===== src/rtl/keypad_pkg.sv =====
// Shared types and constants for the 4x4 matrix keypad scanner.
package keypad_pkg;

  typedef enum logic [1:0] {
    ST_SCAN,
    ST_PRESS_DB,
    ST_HELD,
    ST_RELEASE_DB
  } state_e;

  // Cycles between a column change and rows_s reflecting that column.
  localparam int unsigned SYNC_LAT = 2;

  // Key codes indexed by {row, col}; entry 0 sits in the low nibble.
  localparam logic [63:0] KEY_TABLE = 64'hDF0E_C987_B654_A321;

  function automatic logic [3:0] key_lookup(input logic [1:0] row, input logic [1:0] col);
    logic [5:0] w_idx;
    w_idx = {row, col, 2'b00};
    return KEY_TABLE[w_idx +: 4];
  endfunction

  function automatic logic [1:0] first_low(input logic [3:0] rows);
    logic [1:0] w_sel;
    w_sel = 2'd0;
    for (int i = 3; i >= 0; i--) begin
      if (!rows[i]) w_sel = 2'(i);
    end
    return w_sel;
  endfunction

  function automatic logic [3:0] col_drive(input logic [1:0] col);
    return ~(4'b0001 << col);
  endfunction

endpackage


===== src/rtl/sync2.sv =====
// Two-flop synchronizer with asynchronous active-low reset and a configurable reset value.
module sync2 #(
  parameter int unsigned        WIDTH   = 1,
  parameter logic [WIDTH-1:0]   RST_VAL = '0
) (
  input  logic             clk,
  input  logic             reset,
  input  logic [WIDTH-1:0] i_d,
  output logic [WIDTH-1:0] o_q
);

  logic [WIDTH-1:0] r_meta;
  logic [WIDTH-1:0] r_sync;

  always_ff @(posedge clk or negedge reset) begin
    if (!reset) begin
      r_meta <= RST_VAL;
      r_sync <= RST_VAL;
    end else begin
      r_meta <= i_d;
      r_sync <= r_meta;
    end
  end

  assign o_q = r_sync;

endmodule


===== src/rtl/keypad_scanner.sv =====
// 4x4 keypad scanner: column scan, press/release debounce, one pulse per accepted key.
module keypad_scanner
  import keypad_pkg::*;
#(
  parameter int unsigned SCAN_CYCLES = 1000,
  parameter int unsigned DB_CYCLES   = 50000
) (
  input  logic       clk,
  input  logic       reset,
  input  logic [3:0] row_n,
  output logic [3:0] col_n,
  output logic       key_valid,
  output logic [3:0] key_code
);

  localparam int unsigned MAX_CYC = (SCAN_CYCLES > DB_CYCLES) ? SCAN_CYCLES : DB_CYCLES;
  localparam int unsigned CNT_W   = $clog2(MAX_CYC);

  localparam logic [CNT_W-1:0] SCAN_LAST = CNT_W'(SCAN_CYCLES - 1);
  localparam logic [CNT_W-1:0] DB_LAST   = CNT_W'(DB_CYCLES - 1);
  localparam logic [CNT_W-1:0] SYNC_MASK = CNT_W'(SYNC_LAT);

  logic [3:0]       w_rows_s;
  logic             w_row_low;
  state_e           r_state;
  logic [CNT_W-1:0] r_cnt;
  logic [1:0]       r_col;
  logic [1:0]       r_row;
  logic [3:0]       r_col_n;
  logic             r_key_valid;
  logic [3:0]       r_key_code;

  sync2 #(
    .WIDTH   (4),
    .RST_VAL (4'b1111)
  ) u_sync (
    .clk   (clk),
    .reset (reset),
    .i_d   (row_n),
    .o_q   (w_rows_s)
  );

  assign w_row_low = ~w_rows_s[r_row];

  // The column only moves in SCAN or when a release completes, so it stays frozen on the pressed key.
  always_ff @(posedge clk or negedge reset) begin
    if (!reset) begin
      r_state     <= ST_SCAN;
      r_cnt       <= '0;
      r_col       <= 2'd0;
      r_row       <= 2'd0;
      r_col_n     <= 4'b1110;
      r_key_valid <= 1'b0;
      r_key_code  <= 4'h0;
    end else begin
      r_key_valid <= 1'b0;
      case (r_state)
        ST_SCAN: begin
          if ((r_cnt >= SYNC_MASK) && (w_rows_s != 4'b1111)) begin
            r_row   <= first_low(w_rows_s);
            r_cnt   <= '0;
            r_state <= ST_PRESS_DB;
          end else if (r_cnt == SCAN_LAST) begin
            r_col   <= r_col + 2'd1;
            r_col_n <= col_drive(r_col + 2'd1);
            r_cnt   <= '0;
          end else begin
            r_cnt <= r_cnt + CNT_W'(1);
          end
        end
        ST_PRESS_DB: begin
          if (!w_row_low) begin
            r_cnt   <= '0;
            r_state <= ST_SCAN;
          end else if (r_cnt == DB_LAST) begin
            r_cnt       <= '0;
            r_state     <= ST_HELD;
            r_key_valid <= 1'b1;
            r_key_code  <= key_lookup(r_row, r_col);
          end else begin
            r_cnt <= r_cnt + CNT_W'(1);
          end
        end
        ST_HELD: begin
          if (!w_row_low) begin
            r_cnt   <= '0;
            r_state <= ST_RELEASE_DB;
          end
        end
        ST_RELEASE_DB: begin
          if (w_row_low) begin
            r_cnt   <= '0;
            r_state <= ST_HELD;
          end else if (r_cnt == DB_LAST) begin
            r_cnt   <= '0;
            r_col   <= r_col + 2'd1;
            r_col_n <= col_drive(r_col + 2'd1);
            r_state <= ST_SCAN;
          end else begin
            r_cnt <= r_cnt + CNT_W'(1);
          end
        end
        default: begin
          r_cnt   <= '0;
          r_state <= ST_SCAN;
        end
      endcase
    end
  end

  assign col_n     = r_col_n;
  assign key_valid = r_key_valid;
  assign key_code  = r_key_code;

endmodule


===== config.mk =====
export PLATFORM = sky130hd
export DESIGN_NAME = keypad_scanner
export DESIGN_NICKNAME = d
export VERILOG_FILES = /design/src/rtl/keypad_pkg.sv /design/src/rtl/sync2.sv /design/src/rtl/keypad_scanner.sv
export SDC_FILE = /design/constraint.sdc
export NUM_CORES = 1
export LEC_CHECK = 0
export CORE_UTILIZATION = 30
export DETAILED_ROUTE_END_ITERATION = 7
export PLACE_DENSITY = 0.49
export SYNTH_ARGS = -nofsm -noshare
export SYNTH_HDL_FRONTEND = slang
export SYNTH_SLANG_ARGS = --single-unit

===== constraint.sdc =====
create_clock -name clk -period 6.4 [get_ports clk]
set_input_delay 0.64 -clock clk [delete_from_list [all_inputs] [get_ports clk]]
set_output_delay 0.64 -clock clk [all_outputs]
set_load 0.005 [all_outputs]

# After elaboration in Yosys (flattened, before gate mapping)
# Index checks and enable logic that the tools add are counted.
# Widths: inputs -> output; s select.
# word_totals
ff_bits	39
inputBits	6
out_inout_bits	9
# classes
shift	2
bitwise_logic	2
n_reduce_logical	7
eq_ne	14
mux	33
n_lt_le_gt_ge	2
n_addsub	2
# op_table
cell	n
$mux 16	6
$pmux 16 s4	1
$shiftx 64x7->4 const A	1
$mux 2	14
$add 16x1->16 const B	1
$eq 16x10->1 const B	1
$eq 16x16->1 const B	1
$ge 16x2->1 const B	1
$mux 4	4
$ne 2x2->1 const B	6
$pmux 2 s4	1
$pmux 4 s2	1
$ne 3x3->1 const B	2
$reduce_and 5->1	1
$eq 2x2->1 const B	2
$mux 1	4
$ne 4x4->1 const B	1
$not 4->4	1
$pmux 2 s2	1
$reduce_and 4->1	1
$shl 1x2->4 const A	1
$lt 2x3->1 const B	1
$reduce_and 3->1	1
$add 2x1->2 const B	1
other kinds (7)	7

# Depth between registers and ports, before layout
# logic_depth
word_depth	6
mapped_depth	8

# Modules after synthesis
# A second synthesis with hierarchy kept.
# hier_totals
cells_unflattened	196
hier_area_um2	1984.4
# by_module_without_submodules
mod	area_per_inst_um2	cells_each	n_inst	seq_area_each_um2
keypad_scanner	1774.2	188	1	779.5
sync2	210.2	8	1	210.2

# Least setup slack after synthesis
# Ideal clock, no wire load.
# synth_timing
path_kind	register to register
startpoint	reg r_cnt[11]
endpoint	reg r_col[1]
n_path_buf	1
setup_slack_ps	4339
arrival_time_ps	1936
path_stages_with_launch	7
period_less_slack_ps	2061
t_required_ps	6275
setup_time_ps	125
cell_sequence	dfrtp_1 buf_6 or4_4 nor4_4 nand2_1 o22ai_4 mux2_4
# synth_between
elab_chain_cells	4
word_cells_on_any_way	8
cone_classes	1 x order compare; 5 x eq/ne; 2 x reduce/logical
# synth_lines
item	line_no	source
start, declared	keypad_scanner.sv:26	logic [CNT_W-1:0] r_cnt;
start signal, assigned	keypad_scanner.sv:68	r_cnt <= r_cnt + CNT_W'(1);
start signal, assigned	keypad_scanner.sv:81	r_cnt <= r_cnt + CNT_W'(1);
start signal, assigned	keypad_scanner.sv:100	r_cnt <= r_cnt + CNT_W'(1);
$ge 16x2->1	keypad_scanner.sv:59	if ((r_cnt >= SYNC_MASK) && (w_rows_s != 4'b1111)) begin
$logic_and 1x1->1	keypad_scanner.sv:59	
$ne 2x2->1 (no line)	-	
$reduce_and 5->1 (no line) *	-	
end signal, assigned	keypad_scanner.sv:64	r_col <= r_col + 2'd1;
end signal, assigned	keypad_scanner.sv:96	r_col <= r_col + 2'd1;
end, declared	keypad_scanner.sv:27	logic [1:0] r_col;
# Every way passes the cells marked *; elsewhere a longest branch is shown, timed or not.
# A chain may end at the register's enable or synchronous reset.

# Worst setup path after layout
# layout_timing
startpoint	reg r_row[0]
endpoint	reg r_cnt[5]
# layout_between
elab_chain_cells	4
word_cells_on_any_way	6
cone_classes	1 x eq/ne; 5 x mux
# layout_lines
item	line_no	source
start, declared	keypad_scanner.sv:28	logic [1:0] r_row;
start signal, assigned	keypad_scanner.sv:60	r_row <= first_low(w_rows_s);
$bmux 1 s2 *	keypad_scanner.sv:43	assign w_row_low = ~w_rows_s[r_row];
$mux 1 (not written as such) *	keypad_scanner.sv:43	
$mux 16 (on tied branches)	keypad_scanner.sv:91, keypad_scanner.sv:72	
$pmux 16 s4	keypad_scanner.sv:57	case (r_state)
# Every way passes the cells marked *; elsewhere a longest branch is shown, timed or not. The select of a mux whose other input is x is not followed.

==> impl_metrics.ini <==
[run_status]
outcome = finished, final reports clean

[die]
die_area_mm2 = 0.007414
dieHeight_um = 86.11
std_cell_rows = 30
start_util_pct = 31.06
io_pins = 15
core_area_mm2 = 0.006832
die_x_um = 86.11

[sta]
final.setup.tns_ns = 0
worst_slack_ns = 3.854
finalHoldViolCount = 0
whs_ns = 0.3580
maxSlewHeadroom_pct = 42.39
finalCritPeriodShare_pct = 39.79
setup_violations = 0
min_period_ns = 2.546
drv_slew = 0
finClkSkew_ns = 0.009090
grt_setup_unrepaired = false
max_freq_mhz = 392.7
worst_slew_pin_slew_ns = 0.8641

[grt]
grt-ovfl-total = 0
grt_antenna_before_repair = 0
grtUsageTotal_pct = 11.96
grt_pass1_vias = 1406
grt_pass1_wl_mm = 6.858
grt_max_degree = 40

[critical_path]
cp_top_family = multiplexers
r2r_start = r_row[0]
cp.required_ns = 6.58
critical_path_cell_count = 6
crit_chain = mux4_2 > nor2_1 > nor4b_1 > a211oi_2 > buf_4 > nor2_1
worst_path_max_delay_cell = mux4_2
crit_path_max_incr_delay_ns = 0.64
rr_worst_depth = 6
startpoint_type = register
cp_num_buf_inv = 1
r2r-end = r_cnt[5]
cp_max_fo = 11
end_kind = register
crit_type = reg -> reg
crit_path_frequent_cell = nor2_1
cp.arrival_ns = 2.73
ff2ff_setup_slack_ns = 3.85

[min_path]
min_path_cells = 0
hp-class = reg -> reg
min-delay-start = u_sync.r_meta[1]
min_to = u_sync.o_q[1]

[routing]
via_per_inst = 4.682
via_count = 1470
avgRoutedWirePerCell_um = 12.63
remaining_drc_errors = 0
drtPass1Iterations = 4
antenna_left = 0
routed_wl_mm = 3.965
drtIter0Drc = 69

[power]
vdd_drop_max_v = 0.0001060
power_density_mw_per_mm2 = 277.3
total_power_mw = 0.6758
leakagePower_nw = 0.9660

[clocking]
clk_pin_slew_ns = 0.08
cts_buffer_depth = 2
cts_hold_buffers = 0
htree_levels = 2
clock_sinks = 39
post_cts_buffers = 0
cts_root_buf = clkbuf_8
tritoncts = built
insertion_delay_ns = 0.30
cts-resized-gates = 0
cts_made_buffers = 5

[logic_synthesis]
synth.distinct_cells = 49
yosysSeqAreaShare_pct = 46.64
synth_ff_type = dfrtp_1
ys_top_cells_by_area = dfrtp_1 33%, dfstp_2 14%, ha_1 5.3%
synth_cells = 202
yosys_warnings = 0
synth_top_cell_by_area = dfrtp_1
async_flop_share_pct = 100.0
synth.most_common_cell = dfrtp_1
synth.net_count = 217
synth_top_cell_area_share_pct = 33.02
synthTopCellsByCount = 28 x dfrtp_1, 16 x nand2_1, 11 x dfstp_2, 11 x nor2_1, 11 x xor2_1
synth-edff-count = 0
synth-seq-cells = 39
synth_area_mm2 = 0.002122
postSynthAreaPerCell_um2 = 10.51

[finish]
final_core_util_pct = 35.68
drive_above_1_share_pct = 19.72
ff_latch_area_um2 = 989.7
antenna_cells = 0
nets = 232
syn2layout_area_growth_pct = 14.86
fillCellCount = 707
stdcell_count = 314
postLayoutCellArea_mm2 = 0.002437
multiInputGateArea_mm2 = 0.001052

[placement]
portBuffers = 14
finalWeightedCongestion = 0.8087
hpwlAfterDp_mm = 2.806
dp_slack_ns = 3.826
place_area_mm2 = 0.002338
dp_cells = 306

[run]
maxCapViolations = 0
[flip-flops by register name (all words and copies together) (netlist names), named ones only]
name	flops
r_cnt	16
r_state	1
u_sync.o_q	4
r_col	2
key_code	4
key_valid	1
r_row	2
col_n	4
u_sync.r_meta	4
[layout make-up]
type / count / share of cell area, %
Tap cell: 96 / 4.928
Multi-Input combinational cell: 147 / 43.17
Sequential cell: 39 / 40.61
Clock buffer: 6 / 3.388
Inverter: 9 / 1.386
Clock inverter: 2 / 0.6674
Timing Repair Buffer: 15 / 5.852
[layer usage]
| layer | vias to the layer above | share of wire [%] | GRT usage, % |
|---|---|---|---|
| met1 | 688 | 53 | 17.07 |
| met2 | 26 | 43 | 17.60 |
| met3 | 6 | 3.2 | 2.887 |
| met4 | 0 | 1.5 | 4.091 |
| met5 | - | 0 | 0 |
| li1 | 750 | - | - |
[where the power goes]
part           switching, mW  internal (mW)  total, mW
Sequential            0.0404          0.269      0.310
Clock                 0.0931         0.0880      0.181
Combinational          0.109         0.0759      0.185
[placed cells by master (no fill, tap or decap), types with 2 or more instances in the layout]
master | Yosys | final
dfrtp_1 | 28 | 28
nand2_1 | 16 | 16
clkdlybuf4s50_1 | 0 | 13
nor2_1 | 11 | 11
xor2_1 | 11 | 11
dfstp_2 | 11 | 11
nand3_1 | 10 | 10
nor2_2 | 10 | 10
inv_1 | 9 | 9
ha_1 | 9 | 9
nor3_1 | 8 | 8
mux2i_1 | 8 | 8
nand4_1 | 7 | 7
o21ai_0 | 7 | 7
clkbuf_8 | 0 | 6
and3_1 | 4 | 4
nor4_1 | 3 | 3
or3_1 | 3 | 3
xnor2_1 | 3 | 3
a31oi_1 | 3 | 3
a21oi_1 | 3 | 3
nor4b_1 | 2 | 2
nand2b_1 | 2 | 2
a21boi_0 | 2 | 2
mux2_2 | 2 | 2
and2_1 | 2 | 2
[logic make-up after synthesis]
kind of cell / Yosys count / share of synthesized area (%)
buffers and inverters: 16 / 3.773
adder cells (fa/ha/maj): 9 / 5.307
multiplexers: 12 / 6.604
AO/OA/AOI/OAI: 26 / 8.903
XOR/XNOR: 14 / 5.778
AND/OR/NAND/NOR: 86 / 23.00
flip-flops: 39 / 46.64
[worst max path at each step]
| stage | to | slack, ns | start |
|---|---|---|---|
| after floorplan | r_col[1] | 4.34 | r_cnt[11] |
| after global placement | r_cnt[4] | 3.89 | r_row[0] |
| after detailed placement | r_cnt[5] | 3.83 | r_row[0] |
| after CTS | r_cnt[5] | 3.81 | r_row[0] |
| after global routing | r_cnt[5] | 3.64 | r_row[0] |
| final | r_cnt[5] | 3.85 | r_row[0] |
[worst register-to-register path, delay by kind of cell, from the launching register on]
family                 cells  cell delay (ns)
muxes                      1             0.64
AOI/OAI and AO/OA          1             0.63
DFF                        1             0.55
and+or+nand+nor            3             0.31
buffers and inverters      1             0.30
(Power assumes the default switching activity.)
==> RTL change 1: new RTL, same settings <==
Encoding of `state_e`: now one-hot (4 bits for 4 states).
--- a/src/rtl/keypad_pkg.sv
+++ b/src/rtl/keypad_pkg.sv
@@ -2,9 +2,9 @@
 package keypad_pkg;
 
-  typedef enum logic [1:0] {
-    ST_SCAN,
-    ST_PRESS_DB,
-    ST_HELD,
-    ST_RELEASE_DB
+  typedef enum logic [3:0] {
+    ST_SCAN       = 4'b0001,
+    ST_PRESS_DB   = 4'b0010,
+    ST_HELD       = 4'b0100,
+    ST_RELEASE_DB = 4'b1000
   } state_e;
 
Check against the original RTL: no difference found for any inputs over 10 cycles, from zero or initial values and one cycle with reset low; not proved beyond that.
==> RTL change 1 against the unedited design <==
Sequential cell count is 2 higher. Largest power group unchanged. Non-clock buffer count decreased by 1. Routed wire length increased by 6.0%. Area after synthesis grew 1.7%. Combinational power is 23% lower. Fmax grew 2.7%. Design area increased by 2.7%. Core utilization up 0.77 points. Power is 1.5% lower. Setup slack better by 67 ps. Clock power increased by 18%.
==> RTL change 1: results (changes against the unedited design) <==
Synthesis
Commonest cells in the netlist: 29 x sky130_fd_sc_hd__dfrtp_1, 21 x sky130_fd_sc_hd__nand2_1, 21 x sky130_fd_sc_hd__o21ai_0 (was 28 x sky130_fd_sc_hd__dfrtp_1, 16 x sky130_fd_sc_hd__nand2_1, 11 x sky130_fd_sc_hd__dfstp_2, 11 x sky130_fd_sc_hd__nor2_1, 11 x sky130_fd_sc_hd__xor2_1). The net count after synthesis is 232 (was 217). The mean instance size in the synthesized netlist is 9.94 um2 (was 10.5 um2). The number of distinct library cell variants in the gate-level netlist after synthesis was 42 (was 49).

Finish
The signed area change from the synthesized netlist to the final layout is 16.1% (was 14.9%). The fraction of final layout cells with drive strength greater than 1 is 12.3% (was 19.7%). The combined flip-flop and latch cell area was 1040 um2 (was 990 um2). The number of non-clock buffers was 14 (was 15). The data-path buffer share of cell area in the final layout is 5.40% (was 5.85%).

The final-stage net count is 249 (was 232). The final-layout fill cell count is 693 (was 707). The area of the multi-input gates is 1050 um2 (about the same). The final-layout clock buffer total is 5 (was 6).

Setup path
The arrival time at the worst endpoint is 2670 ps (was 2730 ps). The maximum net fanout on the critical path came to 7 (was 11). The capturing point of the worst reg2reg path is r_col[1]$_DFFE_PN0P_ (was r_cnt[5]$_DFFE_PN0N_). The cell with the biggest individual delay on the critical path is sky130_fd_sc_hd__or4_1 (was sky130_fd_sc_hd__mux4_2).

The largest incremental delay on the critical path is 490 ps (was 640 ps).

Place
The final weighted congestion of routability-driven global placement is 0.824 (was 0.809). The post-detailed-placement half-perimeter wirelength is 3.03 mm (was 2.81 mm).

Drt
The wire length after detailed routing came to 4.20 mm (was 3.97 mm). The detail-routed net length per standard cell was 12.7 um (was 12.6 um). The via count normalized by instance count is 4.68 (about the same).

Clock network
The TritonCTS sink count was 41 (was 39).

Power and ir drop
The largest vdd supply drop is 0.000126 V (was 0.000106 V). The internal power is 0.456 mW (was 0.433 mW).

Global route
The total global-route track usage was 12.9% (was 12.0%). The wire length of the first global-routing pass was 7.47 mm (was 6.86 mm). The pin count of the biggest net entering global routing is 42 (was 40).

Status
Status: finished clean (unchanged).

STA
The final-layout worst hold slack is 359 ps (was 358 ps). The final worst clock skew is 4.49 ps (was 9.09 ps).
RTL change 1: cell count changes in the layout (fill, tap and decap cells not counted), moves of 5 or more:
cell                       change
sky130_fd_sc_hd__nor2_2       -10
sky130_fd_sc_hd__o21ai_0      +14
sky130_fd_sc_hd__xor2_1        -8
sky130_fd_sc_hd__nand2b_1      +6
sky130_fd_sc_hd__nand2_1       +5
sky130_fd_sc_hd__a21oi_1       +5
sky130_fd_sc_hd__nor2_1        +7
RTL change 1: how the worst max path moves through the flow:
stage | cells after the start | end | from
after floorplan | 6 | r_col[1]$_DFFE_PN0P_ | r_cnt[2]$_DFFE_PN0N_
after global placement | 6 | r_col[1]$_DFFE_PN0P_ | r_cnt[8]$_DFFE_PN0N_
after detailed placement | 6 | r_col[1]$_DFFE_PN0P_ | r_cnt[8]$_DFFE_PN0N_
after CTS | 6 | r_col[1]$_DFFE_PN0P_ | r_cnt[2]$_DFFE_PN0N_
after global routing | 6 | r_col[1]$_DFFE_PN0P_ | r_cnt[2]$_DFFE_PN0N_
final | 6 | r_col[1]$_DFFE_PN0P_ | r_cnt[2]$_DFFE_PN0N_
RTL change 1: kinds of logic after synthesis:
group / count (synthesis) / share of synthesized area [%]
adder cells (fa/ha/maj): 9 / 5.22
multiplexers: 9 / 4.99
buffers and inverters: 15 / 3.02
flip-flops: 41 / 48.3
AND/OR/NAND/NOR: 95 / 24.0
AO/OA/AOI/OAI: 39 / 10.8
XOR/XNOR: 9 / 3.65
RTL change 1: per-layer routing:
layer  GRT usage (%)  wire length, um  vias up
met3            3.43              122        2
met4            4.09               31        0
met2            19.2             1860       18
met5               0                0        -
li1                -                -      796
met1            18.2             2190      734
==> RTL change 2: new RTL, config.mk and constraints unchanged <==
Made on the original files. Change the parameter `DB_CYCLES` from 50000 to 25000.
--- a/src/rtl/keypad_scanner.sv
+++ b/src/rtl/keypad_scanner.sv
@@ -4,5 +4,5 @@
 #(
   parameter int unsigned SCAN_CYCLES = 1000,
-  parameter int unsigned DB_CYCLES   = 50000
+  parameter int unsigned DB_CYCLES   = 25000
 ) (
   input  logic       clk,
Check against the original RTL: no difference found for any inputs over 10 cycles, from zero or initial values and one cycle with reset low; that may be too few to reach the edited logic, so the function may still have changed.
==> RTL change 2 against the unedited design <==
Via count is 5.6% higher. Setup slack worse by 310 ps. Die area is 3.7% higher. Fmax is 11% lower. Largest cell class unchanged. Routed wire length is 11% higher. Area after synthesis is 3.8% higher. Power is 8.8% lower. Global-route usage is 1.2 points higher. Sequential cell count is 1 lower. Design area is 2.3% higher. Critical endpoint is now r_cnt[2]$_DFFE_PN0N_.
==> RTL change 2: results (changes against the unedited design) <==
Synthesis
Commonest cells in the netlist: 27 x sky130_fd_sc_hd__dfrtp_1, 16 x sky130_fd_sc_hd__nand2_1, 12 x sky130_fd_sc_hd__nand3_1 (was 28 x sky130_fd_sc_hd__dfrtp_1, 16 x sky130_fd_sc_hd__nand2_1, 11 x sky130_fd_sc_hd__dfstp_2, 11 x sky130_fd_sc_hd__nor2_1, 11 x sky130_fd_sc_hd__xor2_1). Cells taking the most area after synthesis: sky130_fd_sc_hd__dfrtp_1 31%, sky130_fd_sc_hd__dfstp_2 13%, sky130_fd_sc_hd__ha_1 5.1% (was sky130_fd_sc_hd__dfrtp_1 33%, sky130_fd_sc_hd__dfstp_2 14%, sky130_fd_sc_hd__ha_1 5.3%). The sequential element share of the synthesized area was 43.8% (was 46.6%). The net count after synthesis is 227 (was 217).

The number of distinct library cell variants in the gate-level netlist after synthesis was 47 (was 49). The number of standard cells after synthesis is 212 (was 202).

Global route
The met1 usage is 18.9% (was 17.1%). The total global-route track usage is 13.2% (was 12.0%). The wire length of the first global-routing pass is 7.87 mm (was 6.86 mm). The fraction of met3 tracks used by global routing came to 2.83% (was 2.89%). The pin count of the biggest net entering global routing was 39 (was 40). The met2 track demand over resource in global routing is 20.2% (was 17.6%). The number of global-route vias before repair came to 1494 (was 1406).

Place
The post-detailed-placement half-perimeter wirelength is 2.98 mm (was 2.81 mm). The instance count after placement with tap cells included is 312 (was 306). The cell area after placement is 2410 um2 (was 2340 um2).

The final weighted congestion of routability-driven global placement was 0.782 (was 0.809).

Finish
The register with the most flip-flops is r_cnt (unchanged). The post-layout instance area is 2490 um2 (was 2440 um2). The fraction of final layout cells with drive strength greater than 1 is 18.8% (was 19.7%).

The number of flip-flops under the largest register name is 15 (was 16). The final-layout fill cell count is 725 (was 707).

STA
The tightest slew margin relative to the limit was 29.6% (was 42.4%).

Drt
The length of routed met2 wiring is 2.01 mm (was 1.69 mm). The via count normalized by instance count is 4.85 (was 4.68). The detail-routed net length per standard cell is 13.8 um (was 12.6 um). The number of DRC markers after the initial detailed-route iteration was 71 (was 69).

Power and ir drop
The largest vdd supply drop was 0.000161 V (was 0.000106 V). The leakage component of the power is 0.992 nW (was 0.966 nW).

Status
Status: finished clean (unchanged).

Setup path
The maximum net fanout on the critical path is 15 (was 11). The dominant delay contributor by cell family on the critical path is compound AO/OA/AOI/OAI gates (was multiplexers). The arrival time at the worst endpoint came to 2980 ps (was 2730 ps). The cell with the biggest individual delay on the critical path is sky130_fd_sc_hd__a22oi_2 (was sky130_fd_sc_hd__mux4_2).

The largest incremental delay on the critical path is 810 ps (was 640 ps).

Hold path
The worst min-delay path startpoint is u_sync.r_meta[3]$_DFF_PN1_ (was u_sync.r_meta[1]$_DFF_PN1_).
==> RTL change 2: cell count changes after synthesis, moves of 4 or more <==
cell and delta:
sky130_fd_sc_hd__o21ai_0 +4, sky130_fd_sc_hd__xor2_1 -5, sky130_fd_sc_hd__nor2_2 -10, sky130_fd_sc_hd__a21oi_2 +10
sky130_fd_sc_hd__clkbuf_1 +4, sky130_fd_sc_hd__and2_1 +5
==> RTL change 2: logic make-up after synthesis <==
kind of cell	Yosys count	synth area share, %
compound gates	34	12.7
simple gates	88	23.4
mux	13	7.21
fa+ha+maj	9	5.11
flops	38	43.8
buf+inv	20	3.86
xor+xnor	10	3.97
==> RTL change 2: cell type report <==
| type | instances | area (um2) | area share, % |
|---|---|---|---|
| repair buffers | 14 | 135 | 5.42 |
| flip-flops and latches | 38 | 965 | 38.7 |
| multi-input cells | 154 | 1150 | 46.3 |
| clock inverters | 2 | 10.0 | 0.401 |
| clock buffers | 6 | 72.6 | 2.91 |
| well taps | 96 | 120 | 4.82 |
| inverters | 10 | 37.5 | 1.51 |
==> RTL change 2: power breakdown <==
| part | switching (mW) | total (mW) | internal (mW) |
|---|---|---|---|
| Combinational | 0.0971 | 0.158 | 0.0607 |
| Clock | 0.0856 | 0.161 | 0.0756 |
| Sequential | 0.0375 | 0.298 | 0.260 |
| Total | 0.220 | 0.617 | 0.396 |
==> RTL change 2: worst paths after layout <==
kind	to	slack (ps)
worst min register to register	u_sync.o_q[3]$_DFF_PN1_	360
worst max-delay path	r_cnt[2]$_DFFE_PN0N_	3540
max in group asynchronous	col_n[0]$_DFFE_PN0P_	5380
worst min-delay path	u_sync.o_q[3]$_DFF_PN1_	360
min in group asynchronous	r_cnt[3]$_DFFE_PN0N_	450
worst max register to register	r_cnt[2]$_DFFE_PN0N_	3540
